[src/rtl/mesh_term_rx_pkg.sv]
// Shared types and header-field geometry for the mesh terminal receiver.
package mesh_term_pkg;

   typedef enum logic [1:0] {
      IDLE   = 2'd0,
      POP    = 2'd1,
      SETTLE = 2'd2
   } state_t;

   localparam logic [7:0] BDCST_DEFAULT = 8'hFF;

   // Header layout, MSB first: Nxtjp[8] | row[4] | col[4] | mode[1] | payload
   function automatic int nxtjp_lsb(input int sz);
      return sz - 8;
   endfunction

   function automatic int row_lsb(input int sz);
      return sz - 12;
   endfunction

   function automatic int col_lsb(input int sz);
      return sz - 16;
   endfunction

   function automatic int mode_bit(input int sz);
      return sz - 17;
   endfunction

endpackage

[src/rtl/mesh_term_rx_if.sv]
// Mesh output-port and consumer-side signals of the terminal receiver.
interface mesh_term_rx_if #(
   parameter int PCKG_SZ = 40
);
   logic               pndng;
   logic [PCKG_SZ-1:0] data_out;
   logic               pop;
   logic               rx_valid;
   logic               rx_ready;
   logic [PCKG_SZ-18:0] rx_payload;
   logic               rx_mode;
   logic [15:0]        pkt_cnt;
   logic [7:0]         err_cnt;

   // Terminal side: consumes the mesh port, produces received packets.
   modport master (
      input  pndng, data_out, rx_ready,
      output pop, rx_valid, rx_payload, rx_mode, pkt_cnt, err_cnt
   );

   // Environment side: mesh port model and packet consumer.
   modport slave (
      output pndng, data_out, rx_ready,
      input  pop, rx_valid, rx_payload, rx_mode, pkt_cnt, err_cnt
   );
endinterface

[src/rtl/mesh_term_rx_fifo.sv]
// Synchronous receive FIFO; pointers carry an extra MSB for full/empty.
module term_rx_fifo #(
   parameter int WIDTH = 24,
   parameter int DEPTH = 4
) (
   input  logic             i_clk,
   input  logic             i_rst_n,
   input  logic             i_wr,
   input  logic [WIDTH-1:0] i_wdata,
   input  logic             i_rd,
   output logic [WIDTH-1:0] o_rdata,
   output logic             o_full,
   output logic             o_empty
);
   localparam int AW = $clog2(DEPTH);

   logic [AW:0]      r_wptr;
   logic [AW:0]      r_rptr;
   logic [WIDTH-1:0] r_mem [DEPTH];
   logic             w_we;
   logic             w_re;

   assign o_empty = (r_wptr == r_rptr);
   assign o_full  = (r_wptr[AW] != r_rptr[AW]) && (r_wptr[AW-1:0] == r_rptr[AW-1:0]);
   assign w_we    = i_wr & ~o_full;
   assign w_re    = i_rd & ~o_empty;
   assign o_rdata = r_mem[r_rptr[AW-1:0]];

   // Pointer advance; write and read may occur in the same cycle.
   always_ff @(posedge i_clk or negedge i_rst_n) begin
      if (!i_rst_n) begin
         r_wptr <= '0;
         r_rptr <= '0;
      end else begin
         if (w_we) r_wptr <= r_wptr + (AW+1)'(1);
         if (w_re) r_rptr <= r_rptr + (AW+1)'(1);
      end
   end

   // Storage array, no reset needed since empty flag gates the head.
   always_ff @(posedge i_clk) begin
      if (w_we) r_mem[r_wptr[AW-1:0]] <= i_wdata;
   end

endmodule

[src/rtl/mesh_term_rx.sv]
// Mesh terminal receiver: pops the mesh port, filters by address, buffers.
module mesh_term_rx
   import mesh_term_pkg::*;
#(
   parameter int         PCKG_SZ    = 40,
   parameter int         FIFO_DEPTH = 4,
   parameter int         ROW_ID     = 0,
   parameter int         COL_ID     = 0,
   parameter logic [7:0] BDCST      = BDCST_DEFAULT
) (
   input logic              clk,
   input logic              reset,
   mesh_term_rx_if.master   bus
);
   localparam int         W       = PCKG_SZ - 16;
   localparam int         NXT_LSB = nxtjp_lsb(PCKG_SZ);
   localparam int         ROW_LSB = row_lsb(PCKG_SZ);
   localparam int         COL_LSB = col_lsb(PCKG_SZ);
   localparam int         MODE_B  = mode_bit(PCKG_SZ);
   localparam logic [3:0] LP_ROW  = 4'(ROW_ID);
   localparam logic [3:0] LP_COL  = 4'(COL_ID);

   state_t         r_state;
   state_t         w_next;
   logic           w_pop;
   logic           w_accept;
   logic           w_full;
   logic           w_empty;
   logic           w_wr;
   logic           w_rd;
   logic [W-1:0]   w_rdata;
   logic [15:0]    r_pkt_cnt;
   logic [7:0]     r_err_cnt;

   assign w_accept = ((bus.data_out[ROW_LSB +: 4] == LP_ROW) &&
                      (bus.data_out[COL_LSB +: 4] == LP_COL)) ||
                     (bus.data_out[NXT_LSB +: 8] == BDCST);
   assign w_wr = w_pop & w_accept;
   assign w_rd = bus.rx_ready & ~w_empty;

   // State register.
   always_ff @(posedge clk or negedge reset) begin
      if (!reset) r_state <= IDLE;
      else        r_state <= w_next;
   end

   // Next state and pop; full is checked only in IDLE so a POP write never overflows.
   always_comb begin
      w_next = r_state;
      w_pop  = 1'b0;
      unique case (r_state)
         IDLE:    if (bus.pndng && !w_full) w_next = POP;
         POP: begin
            w_pop  = 1'b1;
            w_next = SETTLE;
         end
         SETTLE:  w_next = IDLE;
         default: w_next = IDLE;
      endcase
   end

   // Saturating accepted/misrouted counters, updated at the end of POP.
   always_ff @(posedge clk or negedge reset) begin
      if (!reset) begin
         r_pkt_cnt <= '0;
         r_err_cnt <= '0;
      end else if (w_pop) begin
         if (w_accept) begin
            if (r_pkt_cnt != '1) r_pkt_cnt <= r_pkt_cnt + 16'd1;
         end else begin
            if (r_err_cnt != '1) r_err_cnt <= r_err_cnt + 8'd1;
         end
      end
   end

   term_rx_fifo #(
      .WIDTH (W),
      .DEPTH (FIFO_DEPTH)
   ) u_fifo (
      .i_clk   (clk),
      .i_rst_n (reset),
      .i_wr    (w_wr),
      .i_wdata (bus.data_out[MODE_B:0]),
      .i_rd    (w_rd),
      .o_rdata (w_rdata),
      .o_full  (w_full),
      .o_empty (w_empty)
   );

   assign bus.pop        = w_pop;
   assign bus.rx_valid   = ~w_empty;
   assign bus.rx_mode    = w_rdata[W-1];
   assign bus.rx_payload = w_rdata[W-2:0];
   assign bus.pkt_cnt    = r_pkt_cnt;
   assign bus.err_cnt    = r_err_cnt;

endmodule

[src/flat_wrapper.sv]
// flat-port wrapper written by rule: the top's interface ports become plain ports
module mesh_term_rx_flat import mesh_term_pkg::*;
#(
   parameter int         PCKG_SZ    = 40,
   parameter int         FIFO_DEPTH = 4,
   parameter int         ROW_ID     = 0,
   parameter int         COL_ID     = 0,
   parameter logic [7:0] BDCST      = BDCST_DEFAULT
)
  (clk, reset, bus_pndng, bus_data_out, bus_rx_ready, bus_pop, bus_rx_valid, bus_rx_payload, bus_rx_mode, bus_pkt_cnt, bus_err_cnt);
  mesh_term_rx_if #(.PCKG_SZ(PCKG_SZ)) bus_i ();
  input logic clk;
  input logic reset;
  input wire logic [$bits(bus_i.pndng)-1:0] bus_pndng;
  input wire logic [$bits(bus_i.data_out)-1:0] bus_data_out;
  input wire logic [$bits(bus_i.rx_ready)-1:0] bus_rx_ready;
  output wire logic [$bits(bus_i.pop)-1:0] bus_pop;
  output wire logic [$bits(bus_i.rx_valid)-1:0] bus_rx_valid;
  output wire logic [$bits(bus_i.rx_payload)-1:0] bus_rx_payload;
  output wire logic [$bits(bus_i.rx_mode)-1:0] bus_rx_mode;
  output wire logic [$bits(bus_i.pkt_cnt)-1:0] bus_pkt_cnt;
  output wire logic [$bits(bus_i.err_cnt)-1:0] bus_err_cnt;
  assign bus_i.pndng = bus_pndng;
  assign bus_i.data_out = bus_data_out;
  assign bus_i.rx_ready = bus_rx_ready;
  assign bus_pop = bus_i.pop;
  assign bus_rx_valid = bus_i.rx_valid;
  assign bus_rx_payload = bus_i.rx_payload;
  assign bus_rx_mode = bus_i.rx_mode;
  assign bus_pkt_cnt = bus_i.pkt_cnt;
  assign bus_err_cnt = bus_i.err_cnt;
  mesh_term_rx #(.PCKG_SZ(PCKG_SZ), .FIFO_DEPTH(FIFO_DEPTH), .ROW_ID(ROW_ID), .COL_ID(COL_ID), .BDCST(BDCST)) u_core (.clk(clk), .reset(reset), .bus(bus_i));
endmodule
[config.mk]
export PLATFORM = sky130hd
export DESIGN_NAME = mesh_term_rx_flat
export DESIGN_NICKNAME = d
export VERILOG_FILES = /design/src/rtl/mesh_term_rx_pkg.sv /design/src/rtl/mesh_term_rx_if.sv /design/src/rtl/mesh_term_rx_fifo.sv /design/src/rtl/mesh_term_rx.sv /design/src/flat_wrapper.sv
export SDC_FILE = /design/constraint.sdc
export NUM_CORES = 1
export LEC_CHECK = 0
export ABC_AREA = 1
export CAP_MARGIN = 5
export CORE_MARGIN = 3
export CORE_UTILIZATION = 55
export DETAILED_ROUTE_END_ITERATION = 16
export HOLD_SLACK_MARGIN = 0.1
export PLACE_DENSITY = 0.89
export SLEW_MARGIN = 20
export SYNTH_ARGS = -nofsm -noshare
export SYNTH_HDL_FRONTEND = slang
export SYNTH_SLANG_ARGS = --single-unit
[constraint.sdc]
create_clock -name clk -period 6.3 [get_ports clk]
set_clock_uncertainty 0.05 [all_clocks]
set_input_delay 0.945 -clock clk [delete_from_list [all_inputs] [get_ports clk]]
set_output_delay 0.945 -clock clk [all_outputs]
set_load 0.02 [all_outputs]
==> results of run 1 <==
registers in the layout, summed over array words and instances (netlist names):
register              count
u_core.u_fifo.r_wptr      3
u_core.bus.err_cnt        8
u_core.r_state            2
u_core.u_fifo.r_mem      96
u_core.bus.pkt_cnt       16
u_core.u_fifo.r_rptr      3
per-layer routing:
layer  part of all wire  vias to the layer above
met5                  0                        -
met4              0.019                        0
met3              0.066                       25
met2               0.51                      185
met1               0.41                     2022
li1                   -                     2007
per-stage QoR:
| step | std cells | util | worst slack (ns) |
|---|---|---|---|
| after floorplan | 529 | - | 3.25 |
| after global placement | 742 | 0.676 | 2.68 |
| after detailed placement | 742 | 0.676 | 2.85 |
| after CTS | 774 | 0.737 | 2.26 |
| after global routing | 774 | 0.737 | 2.08 |
| final | 774 | 0.737 | 2.27 |
layout make-up:
type / instances / area, um^2
timing repair buffer: 98 / 968
inverter: 33 / 124
clock buffer: 18 / 418
sequential: 128 / 3680
tap: 133 / 166
fill: 676 / 2580
clock inverter: 14 / 180
multi-input combinational: 350 / 1700
power by group:
| group | internal [uW] | switching, uW | total (uW) |
|---|---|---|---|
| clock | 609 | 372 | 981 |
| sequential | 939 | 56.4 | 995 |
| combinational | 360 | 512 | 873 |
how the worst min path moves through the flow:
stage / slack (ns) / depth (start not counted) / end / startpoint
5_1_grt: 0.40 / 1 / u_core.r_state[0] / u_core.r_state[0]
2_1_floorplan: 0.36 / 1 / u_core.r_state[0] / u_core.r_state[0]
6_report: 0.38 / 1 / u_core.r_state[0] / u_core.r_state[0]
3_3_place_gp: 0.37 / 1 / u_core.r_state[0] / u_core.r_state[0]
3_5_place_dp: 0.38 / 1 / u_core.r_state[0] / u_core.r_state[0]
4_1_cts: 0.39 / 1 / u_core.r_state[0] / u_core.r_state[0]
logic make-up (layout without fill, tap and decap cells):
| kind of cell | after synthesis | count (layout) | share of synthesized area |
|---|---|---|---|
| compound gates | 77 | 77 | 0.0765 |
| flops | 128 | 128 | 0.660 |
| fa+ha+maj | 7 | 7 | 0.0157 |
| buf+inv | 51 | 163 | 0.0375 |
| simple gates | 249 | 249 | 0.183 |
| xor+xnor | 17 | 17 | 0.0267 |
layout by cell type (no fill, tap or decap), types with 4 or more instances in the layout:
cell,Yosys,layout
nand2_1,124,124
xor2_1,10,10
inv_1,33,32
o22ai_1,24,24
clkinv_4,0,4
ha_1,7,7
edfxtp_1,96,96
nor2_2,2,5
clkdlybuf4s50_1,0,93
dfrtp_1,32,32
buf_4,1,5
nor2_1,83,79
nand4_1,5,5
o21ai_0,51,51
inv_6,0,4
xnor2_1,7,7
clkbuf_16,0,16
nand3_1,26,26
worst max-delay path, cell delays in order, from the launching register on:
cell and delay (ns):
dfrtp_1 0.73, inv_1 0.71, o21ai_0 0.21, o22ai_1 0.22, clkdlybuf4s50_1 0.66
==> results.txt, run 1 <==
The net count of the mapped netlist is 580. The fraction of final layout cells sized beyond drive strength 1 came out at 0.0749. In this run the power density over the cells is 393 mW/mm^2. Relative to the synthesized area, the layout overhead comes to 29.8%. STA classifies the critical path startpoint as a register. The routing usage on met1 came out at 0.287. For this run, the leading register cell type out of synthesis is edfxtp_1. The cell accounting for the most synthesized area is edfxtp_1. The end point of the critical path is bus_rx_payload[2].

In this run the vertical extent of the chip is 107 um. The count of nets left with antenna violations once routing finished came out at 0. The area of the core region is 0.00982 mm^2. Setup repair after global routing left no endpoint under its margin. The required time of the worst setup path is 5.30 ns. The maximum level of the CTS H-tree came out at 4.

Among all cell types in the netlist, the one instantiated most often is nand2_1. The die covers 0.0114 mm^2. The clock insertion delay at the later pin of the skew report is 0.50 ns. The port buffer count came out at 93. The final number of setup-violating endpoints is 0. The smallest hold slack is 0.381 ns.

In this run the worst setup path begins at u_core.u_fifo.r_rptr[1]. The initial antenna violation count came to 0. CTS saw 128 sinks. The horizontal extent of the die came out at 107 um. The number of gates resized after CTS came out at 0.

Headroom to the max-slew limit came out at 0.396. The detailed-routing iteration count for the pre-antenna-repair pass is 5. The worst endpoint data arrival time is 3.03 ns. The HPWL after detailed placement is 7.96 mm. The number of global-route vias before repair was 4379.

The post-synthesis cell area came out at 0.00558 mm^2. The number of design rule violations left after detail routing came out at 0. The root buffer cell is clkbuf_8.

The starting utilization of the core area is 0.568. For this run, the register share of the synthesized area comes to 0.660. After global routing the overflow that remains totals 0. For this run, asynchronously set or reset flops after synthesis account for 0.250. Yosys attributes the largest share of cell area to edfxtp_1 (52%), dfrtp_1 (14%), nand2_1 (8.3%). The TritonCTS clock tree is built. The count of endpoints failing hold in the final timing report is 0.

The startpoint identified for the worst register-to-register timing path is u_core.u_fifo.r_rptr[1]. The highest-utilization routing layer at the global route stage is met2. The worst-case register-to-register setup slack is 3.51 ns. The number of I/O pins came out at 94. The number of buffers created by CTS came out at 17. The final sum of negative setup slack is 0 ns. The mean routed wirelength per cell is 16.4 um. The average vias per placed instance came out at 5.48. The number of DRC violations after detailed-routing iteration 0 came out at 244. The total length of routed wires came out at 12.7 mm. The actual transition at the worst max-transition pin is 0.905 ns. The count of distinct cell types in the synthesized netlist came out at 26. The run finished with clean final reports. In this run the mean area of a mapped cell was 10.5 um^2.

The count of final max-slew check failures came out at 0. The worst-case vdd ir drop is 0.224 mV. The max capacitance violation total is 0. The type of the tightest min-delay check is register to register. The wire length of the first global-routing pass is 20.8 mm. The buffers inserted during post-CTS setup optimization is 0. The number of diodes is 0. Derived from the worst setup path, the maximum achievable clock frequency is 248 MHz. Across all layers, the routed design uses 4239 vias. The leakage power summed over all cells is 0.00277 uW.

Counting flops and latches in the post-synthesis netlist gives 128. The worst-case clock buffer depth came out at 2. The power consumption is 2850 uW. By startpoint and endpoint, the worst setup path is classified as register to output pin. The cts-stage hold buffer count is 0.

The worst setup path is captured at an output pin. The number of rows in the core area is 36. The Yosys step of the flow raised 0 warnings. The endpoint identified for the worst register-to-register timing path is u_core.u_fifo.r_mem[0][1]. The share of the clock period used by the worst path is 0.639. The final weighted congestion of routability-driven global placement came out at 0.865. The largest net degree at the start of global routing is 53.

For this run, global-route usage on met2 was measured as 0.402. Summing all non-filler instances in the final layout gives an area of 0.00724 mm^2. The global-route met3 utilization is 0.0584. Yosys mapped a number of flops with a built-in enable equal to 96. In the synthesized netlist, the cells that appear most often are nand2_1 (124), edfxtp_1 (96), nor2_1 (83).

For this run, the post-layout net count is 679. The area after detailed placement is 0.00664 mm^2. Along the worst path, the maximum fanout reaches 28.

The share of synthesized area in the top cell type comes to 0.517. The final critical-path required period is 4.03 ns. The worst reg-to-reg path cell count came out at 4. The clock-pin transition on the worst setup and hold timing paths is 0.06 ns.

The gate count after technology mapping is 529. The global router's overall resource usage came out at 0.236.
(Power assumes the default switching activity.)
==> inputs of run 2 (changes only) <==
- CORE_UTILIZATION: 55 -> 48
- PLACE_DENSITY: 0.89 -> 0.83
- clock period: 6.3 -> 3.7 ns (I/O delays scaled with it)
==> run 2 against run 1 <==
  * Die area grew 14%
  * Final area grew 0.43%
  * Largest power group is now clock
  * Via count shrank 0.21%
  * Combinational power grew 75%
  * Final cell count grew 1.4%
  * Utilization shrank 8.1 points
  * Total power grew 70%
  * Critical path type unchanged
  * Critical endpoint is now bus_rx_mode
  * First-iteration DRC count grew 27%
  * Count of clock-buffer cells in the layout shrank 1
==> results.txt, run 2 (synthesis results as in run 1) <==
Dividing the final minimum period by the clock period gives 0.852. The area after detailed placement came to 0.00668 mm^2 (was 0.00664 mm^2). The number of flip-flops under the largest register name is 96 (unchanged). The achievable clock frequency is 317 MHz. The fraction of final layout cells sized beyond drive strength 1 is 0.0806 (was 0.0749). Critical Path, Cell by Cell: inv_1 -> buf_4 -> o21ai_0 -> o22ai_1 -> clkdlybuf4s50_1 (was inv_1 -> o21ai_0 -> o22ai_1 -> clkdlybuf4s50_1).

The count of endpoints failing hold in the final timing report is 0 (unchanged). The number of clock sinks seen by CTS is 128 (unchanged). The count of nets left with antenna violations after detail routing is 0 (unchanged). The critical path class is register to output pin (unchanged). The type of the tightest min-delay check was register to register (unchanged). The total length of routed wires came to 12.3 mm (was 12.7 mm). The number of global-route vias before repair was 4273 (was 4379). The mean routed wirelength per cell is 15.7 um (was 16.4 um). The number of buffers created by CTS is 17 (unchanged). The peak fanout along the critical path came out at 38 (was 28). The vertical die dimension is 114 um (was 107 um). The initial antenna violation count is 0 (unchanged). The commonest non-fill, non-tap cell in the layout is nand2_1 (unchanged). The count of buffer and inverter cells on the critical path is 3 (was 2). The average vias per placed instance was 5.39 (was 5.48). The worst endpoint data arrival time came out at 2.55 ns (was 3.03 ns).

The area of the core region came to 0.0111 mm^2 (was 0.00982 mm^2). The starting utilization of the core area is 0.504 (was 0.568). The count of final max-slew check failures came to 0 (unchanged). The number of diodes came out at 0 (unchanged). The final critical-path required period is 3.15 ns. The cts-stage hold buffer count came out at 0 (unchanged).

The final layout net count is 683 (was 679). The category of cells accounting for the largest share of critical-path delay is buffers and inverters (unchanged). The clock insertion delay at the later pin of the skew report came to 0.41 ns (was 0.50 ns). The power consumption came to 4840 uW (was 2850 uW). The via count is 4230 (was 4239). The TritonCTS clock tree is built (unchanged).

The largest net degree at the start of global routing came out at 52 (was 53). The highest-delay cell along the critical path is clkdlybuf4s50_1 (was dfrtp_1). The number of rows in the core area is 38 (was 36). The nature of the critical path endpoint is an output pin (unchanged). The number of design rule violations left after detail routing was 0 (unchanged). Run status: completed (unchanged). The core occupancy in the finished layout came to 0.656 (was 0.737). The wire length of the first global-routing pass is 20.1 mm (was 20.8 mm).

The die outline area came out at 0.0130 mm^2 (was 0.0114 mm^2). Unrepaired setup endpoints after global routing: no (unchanged). The final number of setup-violating endpoints is 0 (unchanged). The root buffer cell is clkbuf_16 (was clkbuf_8). The post-DP HPWL came out at 8.18 mm (was 7.96 mm). The detailed-routing iteration count for the pre-antenna-repair pass was 4 (was 5). The buffers inserted during post-CTS setup optimization is 0 (unchanged). The final sum of negative setup slack is 0 ns (unchanged). The final weighted congestion of routability-driven global placement came out at 0.858 (was 0.865). The worst slew margin relative to its limit is 0.539 (was 0.396).

Top library cells by usage in the layout, fill and taps aside: nand2_1 (124), edfxtp_1 (96), clkdlybuf4s50_1 (93), nor2_1 (79), o21ai_0 (51) (unchanged). The number of DRC violations after detailed-routing iteration 0 is 309 (was 244). The area overhead of the layout relative to synthesis is 30.4% (was 29.8%). The number of gates resized after CTS came to 0 (unchanged).

The required time of the worst setup path came out at 3.09 ns (was 5.30 ns). The number of I/O pins is 94 (unchanged). The finished layout cell area came to 0.00727 mm^2 (was 0.00724 mm^2).

The delay of the slowest cell on the worst path came out at 0.66 ns (was 0.73 ns). The number of fill cells came out at 822 (was 676). The clock-pin transition on the worst setup and hold timing paths came out at 0.06 ns (about the same). The leakage power summed over all cells came to 0.00279 uW (was 0.00277 uW).

The actual transition at the worst max-transition pin is 0.691 ns (was 0.905 ns). The max capacitance violation total was 0 (unchanged). The worst-case vdd ir drop came out at 0.360 mV (was 0.224 mV).

The startpoint class of the critical path is a register (unchanged). The horizontal extent of the die is 114 um (was 107 um). The global router's overall resource usage came to 0.199 (was 0.236). The aggregate global routing overflow came out at 0 (unchanged). The port buffer count is 93 (unchanged).

The maximum level of the CTS H-tree was 4 (unchanged). The worst-case clock buffer depth is 2 (unchanged). The power density relative to cell area is 666 mW/mm^2 (was 393 mW/mm^2).
-- run 2: per-stage QoR --
stage               std cells  hold slack (ns)  setup WS [ns]
floorplan                 529            0.209           1.04
global placement          753            0.368          0.971
detailed placement        753            0.376          0.863
CTS                       785            0.385          0.525
global route              785            0.400          0.395
finish                    785            0.380          0.548
-- run 2: where the power goes --
part	internal, uW	switching (uW)
Sequential	1600	54.5
Clock	1010	649
Combinational	624	905
Total	3230	1610
-- run 2: worst paths after layout --
path | slack (ns) | startpoint | depth (start not counted) | endpoint
setup / recovery | 0.55 | u_core.u_fifo.r_rptr[0] | 5 | bus_rx_mode
hold / removal | 0.38 | u_core.r_state[0] | 1 | u_core.r_state[0]
setup reg to reg | 1.20 | u_core.u_fifo.r_rptr[0] | 6 | u_core.u_fifo.r_mem[0][10]
hold reg to reg | 0.38 | u_core.r_state[0] | 1 | u_core.r_state[0]
max in group asynchronous | 2.80 | reset | 2 | u_core.bus.err_cnt[5]
min in group asynchronous | 0.49 | reset | 2 | u_core.bus.pkt_cnt[9]
-- run 2: routing by layer --
layer	track usage	vias up	wire length, um
met4	0.108	0	274
met5	0	-	0
li1	-	2025	-
met3	0.0477	25	764
met2	0.328	158	6150
met1	0.242	2022	5100
-- run 2: cell type report --
type                       count  area, um^2  share of cell area
sequential                   128        3680               0.507
multi-input combinational    350        1700               0.233
timing repair buffer         102         998               0.137
clock buffer                  17         425              0.0585
tap                          140         175              0.0241
clock inverter                15         170              0.0234
inverter                      33         124              0.0170
==> inputs of run 3 (changes only) <==
- ABC_CLOCK_PERIOD_IN_PS: not set -> 3700
==> results of run 3 <==
No change in the layout: final DEF, timing and power equal those of run 2.
